## src/rtl/alu_op_sequencer.sv

```systemverilog
// alu_op_sequencer: accepts an ALU operation request, runs count back-to-back passes
// through the external combinational ALU with the result fed back into A, and returns
// the final accumulator and flags over a result handshake.
module alu_op_sequencer #(
   parameter int unsigned N      = 8,
   parameter int unsigned FUNC_W = 4,
   parameter int unsigned CNT_W  = 4,
   parameter int unsigned FLAG_W = 4
) (
   input  logic              clk,
   input  logic              rst,
   input  logic              req_valid,
   output logic              req_ready,
   input  logic [FUNC_W-1:0] req_func,
   input  logic [N-1:0]      req_a,
   input  logic [N-1:0]      req_b,
   input  logic [CNT_W-1:0]  req_count,
   output logic [N-1:0]      alu_a,
   output logic [N-1:0]      alu_b,
   output logic [FUNC_W-1:0] alu_func,
   input  logic [N-1:0]      alu_result,
   input  logic [FLAG_W-1:0] alu_flags,
   output logic              res_valid,
   input  logic              res_ready,
   output logic [N-1:0]      res_data,
   output logic [FLAG_W-1:0] res_flags,
   output logic              busy
);

   typedef enum logic [1:0] {
      S_IDLE = 2'd0,
      S_EXEC = 2'd1,
      S_DONE = 2'd2
   } state_e;

   state_e            state_q, state_d;
   logic [N-1:0]      acc_q, acc_d;
   logic [N-1:0]      b_q, b_d;
   logic [FUNC_W-1:0] func_q, func_d;
   logic [CNT_W-1:0]  rem_q, rem_d;
   logic [FLAG_W-1:0] flags_q, flags_d;
   logic              accept;

   assign accept = req_valid & req_ready;

   // State register; reset abandons any operation in flight.
   always_ff @(posedge clk) begin
      if (rst) begin
         state_q <= S_IDLE;
      end else begin
         state_q <= state_d;
      end
   end

   // Next-state logic: zero-pass requests skip EXEC; last pass is when one remains.
   always_comb begin
      state_d = state_q;
      case (state_q)
         S_IDLE: begin
            if (accept) begin
               state_d = (req_count == CNT_W'(0)) ? S_DONE : S_EXEC;
            end
         end
         S_EXEC: begin
            if (rem_q == CNT_W'(1)) begin
               state_d = S_DONE;
            end
         end
         S_DONE: begin
            if (res_ready) begin
               state_d = S_IDLE;
            end
         end
         default: state_d = S_IDLE;
      endcase
   end

   // Datapath next values: latch request on accept, feed ALU result back each pass.
   always_comb begin
      acc_d   = acc_q;
      b_d     = b_q;
      func_d  = func_q;
      rem_d   = rem_q;
      flags_d = flags_q;
      case (state_q)
         S_IDLE: begin
            if (accept) begin
               acc_d   = req_a;
               b_d     = req_b;
               func_d  = req_func;
               rem_d   = req_count;
               flags_d = '0;
            end
         end
         S_EXEC: begin
            acc_d   = alu_result;
            flags_d = alu_flags;
            rem_d   = rem_q - CNT_W'(1);
         end
         default: ;
      endcase
   end

   // Datapath registers.
   always_ff @(posedge clk) begin
      if (rst) begin
         acc_q   <= '0;
         b_q     <= '0;
         func_q  <= '0;
         rem_q   <= '0;
         flags_q <= '0;
      end else begin
         acc_q   <= acc_d;
         b_q     <= b_d;
         func_q  <= func_d;
         rem_q   <= rem_d;
         flags_q <= flags_d;
      end
   end

   // Output decode: ALU inputs quiet outside EXEC, result only presented in DONE.
   always_comb begin
      req_ready = 1'b0;
      alu_a     = '0;
      alu_b     = '0;
      alu_func  = '0;
      res_valid = 1'b0;
      res_data  = '0;
      res_flags = '0;
      busy      = 1'b0;
      case (state_q)
         S_IDLE: begin
            req_ready = ~rst;
         end
         S_EXEC: begin
            alu_a    = acc_q;
            alu_b    = b_q;
            alu_func = func_q;
            busy     = 1'b1;
         end
         S_DONE: begin
            res_valid = 1'b1;
            res_data  = acc_q;
            res_flags = flags_q;
            busy      = 1'b1;
         end
         default: ;
      endcase
   end

endmodule
```

## config.mk

```make
export PLATFORM = sky130hd
export DESIGN_NAME = alu_op_sequencer
export DESIGN_NICKNAME = d
export VERILOG_FILES = /design/src/rtl/alu_op_sequencer.sv
export SDC_FILE = /design/constraint.sdc
export NUM_CORES = 1
export LEC_CHECK = 0
export CAP_MARGIN = 20
export CORE_UTILIZATION = 37
export CTS_CLUSTER_DIAMETER = 30
export DETAILED_ROUTE_END_ITERATION = 7
export PLACE_DENSITY = 0.76
export SYNTH_ARGS = -nofsm -noshare
export SYNTH_HDL_FRONTEND = slang
export SYNTH_SLANG_ARGS = --single-unit
```

## constraint.sdc

```tcl
create_clock -name clk -period 1.6 [get_ports clk]
set_clock_uncertainty 0.2 [all_clocks]
set_input_delay 0.4 -clock clk [delete_from_list [all_inputs] [get_ports clk]]
set_output_delay 0.4 -clock clk [all_outputs]
set_load 0.01 [all_outputs]
```

# Word level (Yosys, flattened, before mapping)
# Index checks and enable logic that the tools add are counted.
word_totals:
  latchBits: 0
  n_memories: 0
  ramBits: 0
  rom_bits: 0
  ff_bits: 30
classes:
  n_eq_ne: 6
  shift: 0
  n_reduce_logical: 7
  n_mux: 19
  div: 0
  bitwise_logic: 2
  n_mul: 0
  n_addsub: 1
  order_cmp: 0
ops:
  columns: ["operator", "n"]
  rows:
  - ["$mux 8", 4]
  - ["$mux 4", 4]
  - ["$pmux 4 s2", 2]
  - ["$pmux 8 s2", 1]
  - ["$mux 2", 4]
  - ["$ne 2x2->1 const B", 3]
  - ["$pmux 2 s3", 1]
  - ["$eq 4x1->1 const B", 1]
  - ["$logic_not 4->1", 1]
  - ["$reduce_and 2->1", 2]
  - ["$sub 4x1->4 const B", 1]
  - ["$mux 1", 3]
  - ["$reduce_and 3->1", 1]
  - ["$eq 2x1->1 const B", 1]
  - ["$eq 2x2->1 const B", 1]
  - ["$logic_not 2->1", 1]
  - ["$reduce_bool 2->1", 1]
  - ["$reduce_or 2->1", 1]
  - ["$and 1x1->1", 1]
  - ["$not 1->1", 1]

# Longest topological paths before layout
# Gate-level depths: netlist of the first run.
depth:
  word_depth: 5
  ltp_mapped: 8
  depth_no_buf: 6

# Worst setup path before layout of the first run
# No wires, ideal clock.
synth_timing:
  kind: "register to register"
  from: "register state_q[0]"
  to: "register rem_q[3]"
  stages_incl_launch_ff: 8
  period_less_slack_ps: 1735
  n_path_buf: 1
  t_arrival_ps: 1465
  required_time_ps: 1330
  setup_ps: 70
  setup_slack_ps: -135
  cell_sequence: "dfxtp_1 inv_1 ha_1 buf_2 nor2b_2 or3_1 o22ai_1 o2bb2ai_1"
synth_between:
  elab_chain_cells: 5
  elab_cells_between_ends: 8
  classes_between: "eq/ne: 2; mux: 2; bitwise: 1; reduce/logical: 3"
synth_lines:
  columns: ["element", "line_no", "source"]
  rows:
  - ["start: declaration", "36", "state_e state_q, state_d;"]
  - ["start signal: assignment", "51", "state_q <= state_d;"]
  - ["$logic_not 2->1", "85, 131", null]
  - ["$mux 1", "131", "case (state_q)"]
  - ["$and 1x1->1", "44", "assign accept = req_valid & req_ready;"]
  - ["$ne 2x2->1 (no source line)", null, null]
  - ["$reduce_and 2->1 (no source line)", null, null]
  - ["end signal: assignment", "116", "rem_q <= rem_d;"]
  - ["end: declaration", "40", "logic [CNT_W-1:0] rem_q, rem_d;"]
# Several ways; a longest one is shown, not always the timed one.
# A chain may end at the register's enable or synchronous reset.

# Worst setup path in the final report of the first run
layout_timing:
  from: "register state_q[1]"
  to: "output alu_a[3]"
layout_between:
  elab_chain_cells: 2
layout_lines:
  columns: ["element", "line_no", "source"]
  rows:
  - ["$eq 2x1->1", "131", null]
  - ["$mux 8", "131", null]
  - ["end: declaration", "18", "output logic [N-1:0] alu_a,"]
# Every way passes these cells.

==> flow_metrics.tcl, run 1 <==
set metrics [dict create \
    cp_data_required_time_ns 1.00 \
    routedWlPerCell_um 15.52 \
    io_buffer_count 74 \
    synth_area_leaders "dfxtp_1 38%, and2_1 13%, nand2_1 6.8%, nand3b_1 6.1%, mux2i_1 5.0%" \
    synth_warnings 0 \
    synthSimpleGateAreaFrac_pct 33.44 \
    syn-num-nets 238 \
    setup_ws_ns -0.3716 \
    rr_worst_depth 10 \
    synth_top_family_by_area "simple AND/OR/NAND/NOR gates" \
    rows 23 \
    htreeDepth 2 \
    die_y_um 67.56 \
    r2r_slack_ns -0.29 \
    dpl.hpwl_mm 2.999 \
    fin_util_pct 80.45 \
    cts_buffers 5 \
    fin_crit_sh_pct 123.2 \
    cp_slowest_stage_delay_ns 0.34 \
    grt_pass1_vias 1824 \
    postCtsHoldBufs 0 \
    routed_wl_mm 5.602 \
    drtIter0Drc 56 \
    syn_inst 193 \
    synth-async-reset-ratio_pct 0 \
    path_clk_slew_ns 0.07 \
    ys_seq_elements 30 \
    min_to "func_q[2]" \
    initial_core_util_pct 39.19 \
    synth_edf_count 0 \
    post-route-min-period_ns 1.972 \
    drv_cap 0 \
    nets 355 \
    synth_compound_area_share_pct 14.71 \
    dp.cells 326 \
    p_leak_nw 1.423 \
    grtUsageTotal_pct 25.85 \
    multi_input_area_mm2 0.001174 \
    die_area_mm2 0.004564 \
    synth-seq-area-share_pct 37.77 \
    synth.distinct_cells 33 \
    clock.fmax_mhz 507.2 \
    synth_area_mm2 0.001590 \
    hold_depth 2 \
    powerDensity_mw_per_mm2 1428 \
    min-delay-start "func_q[2]" \
    path_class "flop to primary output" \
    worstMarginPinSlew_ns 0.4220 \
    maxSlewHeadroom_pct 71.61 \
    synth_top_cell_area_share_pct 37.77 \
    r2r_end "rem_q[3]" \
    synth_top_area_cell "dfxtp_1" \
    clock-sinks 30 \
    hp-class "flop to flop" \
    core_area_mm2 0.004058 \
    antenna_left 0 \
    r2r-start "state_q[1]" \
    synth_ff_type "dfxtp_1" \
    vias 1819 \
    antenna_found_initial 0 \
    rsz0062_at_grt "yes" \
    synth-xor-area-share_pct 0 \
    vdd_drop_max_v 0.0008178 \
    drive_above_1_share_pct 50.80 \
    slew_violations 0 \
    regArea_um2 606.8 \
    area_delta_synth_final_pct 105.3 \
    layout.cells.non_filler 361 \
    status "finished with violations" \
    slowest_stage "dfxtp_2" \
    arrival_ns 1.37 \
    clk-insertion-delay-late_ns 0.28 \
    place.gp.congestion 0.7861 \
    end_kind "primary output" \
    pin_count 75 \
    violations "negative setup slack" \
    startpoint "state_q[1]" \
    die_w_um 67.56 \
    synthAdderAreaFrac_pct 3.934 \
    hold_viol 0 \
    drc 0 \
    first_pass_iters 4 \
    clockRootBuffer "clkbuf_8" \
    clk_path_buf_depth 2 \
    grt_max_degree 20 \
    crit_chain "inv_2 > ha_4 > bufbuf_16 > and2_4 > buf_6" \
    synth_mux_area_share_pct 5.035 \
    diodes 0 \
    syn_area_per_cell_um2 8.240 \
    cts_tree "yes" \
    grt_pass1_wl_mm 8.680 \
    via_per_inst 5.039 \
    cp-start-kind "flop" \
    grt_overflow_total 0 \
    n_fill_cell 258 \
    setup_viol 65 \
    critPathMaxFanout 6 \
]
==> cell usage in the layout (no fill, tap or decap), drive strengths merged <==
cell / netlist / layout
nand3b: 13 / 13
inv: 6 / 6
clkdlybuf4s50: 0 / 38
o31ai: 1 / 1
nor2: 16 / 16
o211ai: 1 / 1
o21bai: 1 / 1
ha: 5 / 5
or3b: 1 / 1
buf: 7 / 83
dlygate4sd2: 0 / 1
a21oi: 8 / 8
bufbuf: 0 / 1
nor3: 1 / 1
clkbuf: 6 / 8
or3: 1 / 1
nand3: 1 / 1
nor2b: 2 / 2
dfxtp: 30 / 30
o22ai: 1 / 1
a22oi: 4 / 4
a211oi: 11 / 11
nor4: 1 / 1
o21ai: 2 / 2
and2b: 1 / 1
and2: 33 / 33
o2bb2ai: 2 / 2
mux2i: 8 / 8
nand2: 29 / 29
o21a: 1 / 1
==> report_power, final <==
group          leakage (nW)  total [W]  internal (W)  switching [W]
logic                  1.12    0.00282       0.00162        0.00119
registers             0.248    0.00112      0.000958       0.000164
clock network        0.0575   0.000724      0.000434       0.000290
total                  1.42    0.00466       0.00301        0.00165
==> worst max path at each step <==
stage | end | cells after the start
2_1_floorplan | rem_q[3] | 7
3_3_place_gp | req_ready | 3
3_5_place_dp | req_ready | 3
4_1_cts | alu_b[4] | 5
5_1_grt | alu_a[3] | 5
6_report | alu_a[3] | 5
==> Yosys cell counts, drive strengths merged, types with 2 or more instances <==
cell type  count
a21oi          8
o21ai          2
nor2b          2
buf            7
nand3b        13
clkbuf         6
o2bb2ai        2
mux2i          8
ha             5
nand2         29
dfxtp         30
and2          33
a22oi          4
nor2          16
a211oi        11
inv            6
==> final cells by class <==
class / instances / share of cell area [%]
clock buffer: 8 / 3.373
inverter: 6 / 0.8432
multi-input combinational: 144 / 35.95
sequential: 30 / 18.59
tap: 50 / 1.916
timing repair buffer: 123 / 39.33
==> flip-flops by register name, summed over array words and instances, names as in the netlist <==
name / count
acc_q: 8
b_q: 8
flags_q: 4
func_q: 4
rem_q: 4
state_q: 2
==> worst max-delay path, delay by kind of cell, from the launching register on <==
| family | cells | cell delay [ns] |
|---|---|---|
| buffers and inverters | 3 | 0.42 |
| flip-flops | 1 | 0.34 |
| adder cells (fa/ha/maj) | 1 | 0.17 |
| AND/OR/NAND/NOR | 1 | 0.15 |
==> layer usage <==
layer	vias up	track usage, %	share of wire, %
li1	882	-	-
met2	69	46.53	50
met4	0	9.574	1.2
met5	-	0	0
met1	858	28.98	41
met3	10	6.250	7.0
==> what timing repair did <==
action	CTS	global route
endpoints found under the setup margin	65	65
gates resized for setup	221	19
pin swaps	33	15
cloned	6	0
setup buffers	24	3
==> logic make-up (layout without fill, tap and decap cells) <==
group	after synthesis	after routing
fa+ha+maj	5	5
flops	30	30
mux	8	8
buf+inv	19	137
compound gates	32	32
simple gates	99	99
==> per-stage QoR <==
step	area (um^2)	hold slack, ns	power (W)	worst slack, ns	TNS [ns]
3_5_place_dp	2609	0.2658	0.002777	-0.5631	-22.76
6_report	3264	0.2818	0.004661	-0.3716	-15.72
4_1_cts	3232	0.2775	0.004585	-0.3759	-15.34
3_3_place_gp	2609	0.2592	0.002746	-0.4923	-21.81
2_1_floorplan	1695	0.2450	0.002117	-0.02129	-0.02129
5_1_grt	3264	0.3068	0.004920	-0.4119	-18.60
Note: power is estimated with default switching activity, not from simulation.
==> run 2: changes to the inputs <==
HOLD_SLACK_MARGIN = 0.03   (was default)
SKIP_LAST_GASP = 1   (was default)
==> run 2 against run 1 <==
Effect of this change: the run still ends with negative setup slack left; flip-flop and latch count stayed put; total power is 0.21% lower; worst setup slack improved by 0.0014 ns; critical path depth is the same; first-iteration DRC count grew 7.1%; non-clock buffer count stayed put; global-route usage is the same; combinational power is essentially flat; routed wire length decreased by 0.62%; clock-buffer cell count stayed put; critical endpoint unchanged.
==> flow_metrics.tcl, run 2 (synthesized netlist as in run 1, its figures left out) <==
set metrics [dict create \
    tns_ns -15.67 \
    pin_count 75 \
    arrival_ns 1.37 \
    core_area_mm2 0.004058 \
    clockRootBuffer "clkbuf_8" \
    status "finished with violations" \
    diodes 0 \
    drv_cap 0 \
    drtIter0Drc 60 \
    crit_chain "inv_2 > ha_4 > bufbuf_16 > and2_4 > buf_6" \
    clk_path_buf_depth 2 \
    die_w_um 67.56 \
    p_leak_nw 1.422 \
    crit_family "buffers and inverters" \
    holdWs_ns 0.2810 \
    clock-sinks 30 \
    area_delta_synth_final_pct 105.0 \
    grt_max_degree 20 \
    routedWlPerCell_um 15.42 \
    io_buffer_count 74 \
    powerDensity_mw_per_mm2 1426 \
    die_area_mm2 0.004564 \
    drc 0 \
    p_sw_share_pct 35.29 \
    fin_util_pct 80.36 \
    postCtsHoldBufs 0 \
    die_y_um 67.56 \
    cp-start-kind "flop" \
    dpl.hpwl_mm 2.999 \
    cts_buffers 5 \
    grtUsageTotal_pct 25.85 \
    nets 355 \
    antenna_found_initial 0 \
    cts_tree "yes" \
    path_class "flop to primary output" \
    path_buf_inv 3 \
    path_clk_slew_ns 0.07 \
    hold_viol 0 \
    slew_violations 0 \
    p_int_w 0.003009 \
    antenna_left 0 \
    initial_core_util_pct 39.19 \
    end_kind "primary output" \
    first_pass_iters 4 \
    mostFrequentLayoutCells "38 x clkdlybuf4s50_1, 38 x buf_6, 28 x nand2_1, 28 x buf_4, 27 x dfxtp_1" \
    grt_pass1_wl_mm 8.680 \
    violations "negative setup slack" \
    rows 23 \
    cp_data_required_time_ns 1.00 \
    place.gp.congestion 0.7861 \
    hp-class "flop to flop" \
    clk-insertion-delay-late_ns 0.28 \
    fin_crit_sh_pct 123.1 \
    vias 1813 \
    worstMarginPinSlew_ns 0.4258 \
    clock.fmax_mhz 507.6 \
    rsz0062_at_grt "yes" \
    cp_slowest_stage_delay_ns 0.34 \
    clkPwrFrac_pct 15.6 \
    finalPower_w 0.004651 \
    setup_viol 64 \
    critPathMaxFanout 6 \
    via_per_inst 5.022 \
    routed_wl_mm 5.567 \
    grt_pass1_vias 1824 \
    slowest_stage "dfxtp_2" \
    post-route-min-period_ns 1.970 \
    grt_overflow_total 0 \
    setup_ws_ns -0.3701 \
    pwr-share-seq_pct 24.1 \
    p_sw_w 0.001641 \
    power_frac_comb_pct 60.3 \
    vdd_drop_max_v 0.0008176 \
    maxSlewHeadroom_pct 71.35 \
    reg.largest.list "acc_q x8, b_q x8" \
    htreeDepth 2 \
    drive_above_1_share_pct 50.80 \
]
## run 2: cell types whose count changed in the layout (fill, tap and decap cells not counted)
cell   previous run  this run
buf_4            27        28
buf_6            39        38
## run 2: repair_timing
| action | in CTS | in global routing |
|---|---|---|
| resized for setup | 221 | 18 |
| setup buffers | 24 | 3 |
| gates cloned | 6 | 0 |
| setup endpoints to repair | 65 | 65 |
| hold endpoints to repair | 0 | 0 |
| pin swaps | 33 | 14 |
## run 2: worst min-delay path, delay by kind of cell (launching register included)
family,cells,cell delay [ns]
and+or+nand+nor,2,0.12
DFF,1,0.32
## run 2: power by group through the flow
stage	Clock, W	Combinational [W]	Sequential [W]
floorplan	0	0.00105	0.00106
global route	0.000779	0.00299	0.00114
CTS	0.000735	0.00275	0.00110
detailed placement	0	0.00169	0.00109
global placement	0	0.00167	0.00108
finish	0.000726	0.00280	0.00112
## run 2: through the flow
step / area (um^2) / setup slack [ns] / cells
finish: 3261 / -0.3701 / 361
global route: 3261 / -0.4119 / 361
CTS: 3232 / -0.3759 / 361
detailed placement: 2609 / -0.5631 / 326
global placement: 2609 / -0.4923 / 326
floorplan: 1695 / -0.02129 / 193
## run 2: path summary, 6_finish.rpt
| kind | slack [ns] | depth (start not counted) | start | end |
|---|---|---|---|---|
| setup / recovery | -0.37 | 5 | state_q[1] | alu_a[3] |
| hold / removal | 0.28 | 2 | b_q[6] | b_q[6] |
| setup reg to reg | -0.29 | 10 | state_q[1] | rem_q[3] |
| hold reg to reg | 0.28 | 2 | b_q[6] | b_q[6] |
## run 2: per-layer routing
layer | wire length (um) | global-route usage, % | vias up
met3 | 379 | 6.250 | 10
met5 | 0 | 0 | -
met1 | 2289 | 28.98 | 850
met2 | 2831 | 46.53 | 70
li1 | - | - | 883
met4 | 67 | 9.574 | 0
## run 2: area by class of cell
type | count | area [um^2]
Inverter | 6 | 27.53
Clock buffer | 8 | 110.1
Multi-Input combinational cell | 144 | 1174
Sequential cell | 30 | 606.8
Timing Repair Buffer | 123 | 1280
Tap cell | 50 | 62.56
Fill cell | 260 | 797.0
